### src/rtl/lsu_pkg.sv
// Shared encodings for the load/store read-modify-write controller.
package lsu_pkg;

    typedef enum logic [1:0] {
        SZ_B = 2'b00,
        SZ_H = 2'b01,
        SZ_W = 2'b10
    } size_e;

    typedef enum logic [1:0] {
        ST_IDLE,
        ST_READ,
        ST_WRITE,
        ST_RESP
    } state_e;

    // Size 2'b11 has no enum member and is always rejected here.
    function automatic logic bad_size_or_align(input logic [1:0] size, input logic [1:0] lo);
        return (size == 2'b11)
            || ((size == SZ_H) && lo[0])
            || ((size == SZ_W) && (lo != 2'b00));
    endfunction

endpackage

### src/rtl/lsu_align.sv
// Combinational lane logic: load extraction/extension and sub-word store merge.
module lsu_align
    import lsu_pkg::*;
(
    input  logic [31:0] word,
    input  logic [1:0]  byte_off,
    input  logic [1:0]  size,
    input  logic        is_unsigned,
    input  logic [31:0] wdata,
    output logic [31:0] load_data,
    output logic [31:0] merged
);

    logic [7:0]  byte_sel;
    logic [15:0] half_sel;

    assign byte_sel = word[{byte_off, 3'b000} +: 8];
    assign half_sel = word[{byte_off[1], 4'b0000} +: 16];

    always_comb begin
        load_data = word;
        merged    = word;
        case (size)
            SZ_B: begin
                load_data = {{24{~is_unsigned & byte_sel[7]}}, byte_sel};
                merged[{byte_off, 3'b000} +: 8] = wdata[7:0];
            end
            SZ_H: begin
                load_data = {{16{~is_unsigned & half_sel[15]}}, half_sel};
                merged[{byte_off[1], 4'b0000} +: 16] = wdata[15:0];
            end
            default: begin
                load_data = word;
                merged    = wdata;
            end
        endcase
    end

endmodule

### src/rtl/lsu_rmw_ctrl.sv
// Load/store unit front end: validates core requests and sequences single-word
// reads, whole-word writes and read-modify-write for byte/half stores.
//
// state    | meaning
// ST_IDLE  | ready; latch request and classify it
// ST_READ  | one-cycle DMEM read; capture load data or merged store word
// ST_WRITE | one-cycle DMEM write of the full word
// ST_RESP  | one-cycle response pulse
module lsu_rmw_ctrl
    import lsu_pkg::*;
#(
    parameter int DMEM_WORDS = 256
) (
    input  logic        clk,
    input  logic        rst_n,
    input  logic        req_valid,
    output logic        req_ready,
    input  logic        req_write,
    input  logic [1:0]  req_size,
    input  logic        req_unsigned,
    input  logic [31:0] req_addr,
    input  logic [31:0] req_wdata,
    output logic        rsp_valid,
    output logic [31:0] rsp_rdata,
    output logic        rsp_err,
    output logic        mem_read,
    output logic        mem_write,
    output logic [31:0] mem_addr,
    output logic [31:0] mem_wdata,
    input  logic [31:0] mem_rdata
);

    state_e      state;
    logic [31:0] addr_q;
    logic [1:0]  size_q;
    logic        uns_q;
    logic        write_q;
    logic        err_q;
    logic [31:0] wdata_q;
    logic [31:0] rdata_q;
    logic        req_err;
    logic [31:0] load_data;
    logic [31:0] merged;

    assign req_err = bad_size_or_align(req_size, req_addr[1:0])
                  || ({2'b00, req_addr[31:2]} >= 32'(DMEM_WORDS));

    lsu_align u_align (
        .word        (mem_rdata),
        .byte_off    (addr_q[1:0]),
        .size        (size_q),
        .is_unsigned (uns_q),
        .wdata       (wdata_q),
        .load_data   (load_data),
        .merged      (merged)
    );

    always_ff @(posedge clk or posedge rst_n) begin
        if (rst_n) begin
            state   <= ST_IDLE;
            addr_q  <= '0;
            size_q  <= '0;
            uns_q   <= 1'b0;
            write_q <= 1'b0;
            err_q   <= 1'b0;
            wdata_q <= '0;
            rdata_q <= '0;
        end else begin
            case (state)
                ST_IDLE: begin
                    if (req_valid) begin
                        addr_q  <= req_addr;
                        size_q  <= req_size;
                        uns_q   <= req_unsigned;
                        write_q <= req_write;
                        wdata_q <= req_wdata;
                        err_q   <= req_err;
                        rdata_q <= '0;
                        if (req_err)
                            state <= ST_RESP;
                        else if (req_write && (req_size == SZ_W))
                            state <= ST_WRITE;
                        else
                            state <= ST_READ;
                    end
                end
                ST_READ: begin
                    // Stores reuse wdata_q to carry the merged word into WRITE.
                    if (write_q) begin
                        wdata_q <= merged;
                        state   <= ST_WRITE;
                    end else begin
                        rdata_q <= load_data;
                        state   <= ST_RESP;
                    end
                end
                ST_WRITE: state <= ST_RESP;
                default:  state <= ST_IDLE;
            endcase
        end
    end

    assign req_ready = (state == ST_IDLE);
    assign rsp_valid = (state == ST_RESP);
    assign rsp_err   = (state == ST_RESP) && err_q;
    assign rsp_rdata = (state == ST_RESP) ? rdata_q : '0;
    assign mem_read  = (state == ST_READ);
    assign mem_write = (state == ST_WRITE);
    assign mem_addr  = ((state == ST_READ) || (state == ST_WRITE)) ? {addr_q[31:2], 2'b00} : '0;
    assign mem_wdata = (state == ST_WRITE) ? wdata_q : '0;

endmodule

### config.mk
export PLATFORM = sky130hd
export DESIGN_NAME = lsu_rmw_ctrl
export DESIGN_NICKNAME = d
export VERILOG_FILES = /design/src/rtl/lsu_pkg.sv /design/src/rtl/lsu_align.sv /design/src/rtl/lsu_rmw_ctrl.sv
export SDC_FILE = /design/constraint.sdc
export NUM_CORES = 1
export LEC_CHECK = 0
export CELL_PAD_IN_SITES_DETAIL_PLACEMENT = 0
export CELL_PAD_IN_SITES_GLOBAL_PLACEMENT = 2
export CORE_ASPECT_RATIO = 1.5
export CORE_UTILIZATION = 30
export DETAILED_ROUTE_END_ITERATION = 10
export PLACE_DENSITY = 0.92
export SETUP_SLACK_MARGIN = 0.3
export SLEW_MARGIN = 20
export SYNTH_ARGS = -nofsm -noshare
export SYNTH_HDL_FRONTEND = slang
export SYNTH_SLANG_ARGS = --single-unit
export TNS_END_PERCENT = 20
### constraint.sdc
create_clock -name clk -period 6.23 [get_ports clk]
set_input_delay 1.246 -clock clk [delete_from_list [all_inputs] [get_ports clk]]
set_output_delay 1.246 -clock clk [all_outputs]
set_load 0.02 [all_outputs]
==> Yosys cells after proc, flatten, opt, wreduce, memory -nomap -nowiden <==
Cells that the tools add are included.
Widths: inputs -> output; s select.
{ "classes": {"bitwise": 3, "order_cmp": 1, "muxes": 18, "addsub": 2, "eq_ne": 11, "shifts": 6, "n_reduce_logical": 15} }
{ "op_table": {"columns": ["operator", "n"], "rows": [
  ["$pmux 32 s2", 4],
  ["$mux 32", 7],
  ["$bwmux 32", 2],
  ["$shift 16x7->32 const A", 1],
  ["$shift 8x7->32 const A", 1],
  ["$shiftx 16x7->32", 1],
  ["$shiftx 32x6->16", 1],
  ["$shiftx 32x6->8", 1],
  ["$shiftx 8x7->32", 1],
  ["$ge 30x9->1 const B", 1],
  ["$neg 5->7", 2],
  ["$eq 2x2->1 const B", 4],
  ["$eq 2x1->1 const B", 3],
  ["$mux 2", 3],
  ["$pmux 2 s3", 1],
  ["$logic_and 1x1->1", 4],
  ["$logic_not 2->1", 2],
  ["$logic_or 1x1->1", 4],
  ["$ne 2x2->1 const B", 2],
  ["$reduce_and 4->1", 1],
  ["$reduce_bool 2->1", 2],
  ["$ne 3x1->1 const B", 1],
  ["$reduce_and 3->1", 1],
  ["$and 1x1->1", 2],
  ["other kinds (4)", 4]
]} }
{ "word_totals": {"in_bits": 103, "elab_cells": 64, "ff_bits": 103, "output_inout_bits": 101} }

==> Depth between registers and ports, before layout <==
{ "depth": {"ltp_word": 8, "mapped_depth": 9, "mapped_depth_nobuf": 6} }

==> Cells and area by module <==
From an unflattened synthesis, not the netlist that was laid out.
{ "hier_totals": {"cells_unflattened": 738, "area_unflattened_um2": 7103.1} }
{ "modules_own_cells": {"columns": ["module", "instances", "seq_area_each_um2", "area_each_um2", "cells_per_inst"], "rows": [
  ["lsu_rmw_ctrl", 1, 2577.5, 5099.9, 437],
  ["lsu_align", 1, 0.0, 2003.2, 301]
]} }

==> Least setup slack after synthesis <==
OpenSTA, ideal clock, no wires.
{ "synth_timing": {"path_type": "reg2out", "from": "register state[0]", "to": "output mem_wdata[31]", "path_buffers": 1, "stages_incl_launch_ff": 5, "t_arrival_ns": 1.304, "slack_ns": 3.680, "required_ns": 4.984, "path_cell_list": "dfrtp_1 -> inv_1 -> ha_1 -> clkbuf_1 -> and2_1"} }
{ "synth_via": {"elab_chain_len": 2} }
{ "synth_rtl": {"columns": ["element", "line", "rtl"], "rows": [
  ["from (decl)", "lsu_rmw_ctrl.sv:33", "state_e state;"],
  ["from (signal assigned)", "lsu_rmw_ctrl.sv:60", "state <= ST_IDLE;"],
  ["from (signal assigned)", "lsu_rmw_ctrl.sv:80", "state <= ST_RESP;"],
  ["from (signal assigned)", "lsu_rmw_ctrl.sv:82", "state <= ST_WRITE;"],
  ["$eq 2x2->1", null, null],
  ["via mem_write", "lsu_rmw_ctrl.sv:27", "output logic mem_write,"],
  ["$mux 32", "lsu_rmw_ctrl.sv:110", "assign mem_wdata = (state == ST_WRITE) ? wdata_q : '0;"],
  ["to (decl)", "lsu_rmw_ctrl.sv:29", "output logic [31:0] mem_wdata,"]
]} }
The timed path passes the listed nets, and every way through them passes these cells.

==> Worst setup path after layout <==
{ "layout_timing": {"from": "register state[1]", "to": "output mem_addr[21]"} }
{ "layout_via": {"elab_chain_len": 3, "elab_cells_between_ends": 4, "classes_between": "eq/ne: 2; mux: 1; reduce/logical: 1"} }
{ "layout_rtl": {"columns": ["element", "line", "rtl"], "rows": [
  ["$eq 2x1->1 / $eq 2x2->1 (equally long branches)", "lsu_rmw_ctrl.sv:109", "assign mem_addr = ((state == ST_READ) || (state == ST_WRITE)) ? {addr_q[31:2], 2'b00} : '0;"],
  ["$logic_or 1x1->1 *", "lsu_rmw_ctrl.sv:109", null],
  ["$mux 32 *", "lsu_rmw_ctrl.sv:109", null],
  ["to (decl)", "lsu_rmw_ctrl.sv:28", "output logic [31:0] mem_addr,"]
]} }
Mark *: on every way between the ends. The rest lies on a longest branch, timed or not.

==> impl_metrics.py <==
metrics = {
    "floorplan": {
        "die_h_um": 177,
        "die-area_mm2": 0.0209,
        "coreArea_mm2": 0.0199,
        "die_x_um": 118,
        "start_util_pct": 30.7,
        "rows": 63,
        "pin_count": 204,
    },
    "global_routing": {
        "grt_max_degree": 64,
        "gr-usage-all-layers_pct": 20.0,
        "antenna_found_initial": 1,
        "grt_pass1_wl_um": 31700,
        "grt_pass1_vias": 5509,
        "gr-total-overflow": 0,
    },
    "drt": {
        "num_vias": 5320,
        "drtAntennaViolNets": 0,
        "drt_iter0_drc": 353,
        "firstDrtPassIters": 5,
        "wl_um": 20600,
        "drc": 0,
        "wl_per_cell_um": 19.9,
        "viasPerCell": 5.15,
    },
    "synth": {
        "syn_inst": 597,
        "synth_fa_ha_area_share_pct": 1.85,
        "synth_edf_count": 0,
        "synth.distinct_cells": 52,
        "synth_mux_area_share_pct": 13.7,
        "yosysWarnings": 0,
        "syn_area_per_cell_um2": 10.2,
        "synth_compound_area_share_pct": 21.2,
        "yosysSeqAreaShare_pct": 42.3,
        "yosys_register_bits": 103,
        "synth_xor_area_share_pct": 0,
        "netlist_area_mm2": 0.00609,
        "synth_ff_type": "dfrtp_1",
        "synth-simple-area-share_pct": 15.9,
        "async_flop_share_pct": 100,
        "synth_top_family_by_area": "compound AO/OA/AOI/OAI gates",
    },
    "worst_setup_path": {
        "worstSetupPathType": "flop to output pin",
        "worstPathMaxFanout": 32,
        "critPathArrivalTime_ps": 2520,
        "cp-start-kind": "flop",
        "critPathCaptureType": "output pin",
        "crit_required_ps": 4980,
        "r2r_slack_ps": 3190,
    },
    "sta": {
        "finalMaxSlewViolations": 0,
        "finalWorstSetupSlack_ps": 2460,
        "fmax_mhz": 265,
        "hold_viol": 0,
        "tightestPinTransition_ps": 1070,
        "setup_viol": 0,
        "slew-limit-headroom_pct": 28.9,
        "finalSetupTns_ps": 0,
        "min_period_ps": 3770,
        "rsz0062_at_grt": "false",
        "clock_skew_ps": 10.8,
        "fin_crit_sh_pct": 60.5,
    },
    "cts": {
        "cts_made_buffers": 9,
        "post_cts_buffers": 0,
        "cts_hold_buf": 0,
        "cts_tree": "built",
        "clock-root-buffer": "clkbuf_16",
        "clock_sinks": 103,
        "cts_resized": 0,
        "cts.path.max_buffers": 2,
        "clock_latency_ps": 360,
        "h-tree-depth": 3,
        "clkTransAtPathRegs_ps": 70,
    },
    "final_layout": {
        "nNetsFinal": 879,
        "final_common_cell": "clkdlybuf4s50_1",
        "drive_above_1_share_pct": 10.8,
        "final_cell_mix": "clkdlybuf4s50_1, dfrtp_1, and2_1, mux2_2, a21oi_1",
        "stdcell_area_mm2": 0.00859,
        "area_growth_pct": 41.1,
    },
    "place": {
        "portBuffers": 201,
        "hpwl_um": 15400,
        "post_dp_cell_area_mm2": 0.00827,
        "pre_cts_slack_ps": 2520,
        "gp_congestion": 0.870,
    },
    "pwr": {
        "combPwrFrac_pct": 56.6,
        "switching_share_pct": 42.5,
        "power.share.clock_pct": 13.9,
        "leakage_uw": 0.00356,
        "seq_power_share_pct": 29.5,
        "p_int_uw": 2580,
        "power-per-cell-area_mw_per_mm2": 522,
        "p_sw_uw": 1910,
        "peakVddDrop_uv": 292,
    },
    "flow_run": {
        "cap_viol_max_count": 0,
    },
    "outcome": {
        "status": "finished clean",
    },
    "worst_hold_path": {
        "hp-class": "flop to flop",
    },
}
## metrics by stage
step	hold WS, ps	std cells	util [%]	power, µW
5_1_grt	495	1033	43.3	4790
3_3_place_gp	455	1016	41.6	3850
2_1_floorplan	440	598	-	2930
4_1_cts	485	1032	43.2	4520
3_5_place_dp	468	1016	41.6	3880
6_report	480	1033	43.3	4490
## worst paths after layout
check,start,to,cells after the start
setup / recovery,state[1],mem_addr[21],4
hold / removal,wdata_q[29],wdata_q[29],2
setup reg to reg,state[1],rdata_q[28],6
hold reg to reg,wdata_q[29],wdata_q[29],2
max in group asynchronous,rst_n,addr_q[1],3
min in group asynchronous,rst_n,rdata_q[8],2
## routing by layer
layer  vias up  routed length, µm  part of all wire (%)  track usage (%)
met2       221              10800                    52             36.1
met3        39               1440                   7.0             4.52
met5         -                  0                     0                0
met1      2537               7730                    38             22.3
li1       2523                  -                     -                -
met4         0                637                   3.1             9.19
## kinds of logic after synthesis
kind of cell / Yosys count
AOI/OAI and AO/OA: 170
and+or+nand+nor: 166
DFF: 103
muxes: 77
buffers and inverters: 71
adders and majority gates: 9
other: 1
## cell type report
type                            count  area, µm²
Multi-Input combinational cell    424       3230
Sequential cell                   103       2580
Timing Repair Buffer              206       2050
Inverter                           23       88.8
Tap cell                          260        325
Clock buffer                        9        225
Antenna cell                        1       2.50
Clock inverter                      7       96.3
Fill cell                        1970      11300
## power by group through the flow
stage / clock [µW] / sequential, µW / combinational, µW
after floorplan: 0 / 1150 / 1780
after global placement: 0 / 1330 / 2520
after detailed placement: 0 / 1330 / 2550
after CTS: 638 / 1320 / 2560
after global routing: 661 / 1370 / 2760
final: 624 / 1320 / 2540
## critical path, stage by stage, from the launching register on
cell and delay (ps):
dfrtp_1 410, inv_1 90, ha_1 810, and2_1 250, clkdlybuf4s50_1 600
## cells in the mapped netlist (all sizes together) (2+ instances only)
cell type  instances  area (µm²)
inv               23        86.3
nand2b             3        18.8
and3               2        12.5
a22o              16         140
nor4               5        31.3
nand2             36         135
nor3b              2        31.3
a2111oi            2        36.3
o32ai              7        61.3
o21ai             28         140
a221oi             3        26.3
o221ai            12         105
o221a              3        33.8
nor2b              6        37.5
ha                 9         113
mux2i             30         300
and2              95         594
buf               20         109
a22oi             20         164
mux2              47         533
clkbuf            28         105
dfrtp            103        2580
a21o               3        22.5
nor2               6        22.5
nor3               4        25.0
a221o             32         320
a21oi             38         194
## flip-flops by register name, indices dropped and copies added, names as in the netlist
register	cells
rdata_q	32
size_q	2
addr_q	32
wdata_q	32
write_q	1
uns_q	1
err_q	1
state	2
No activity file was read; power rests on OpenSTA's default activity.
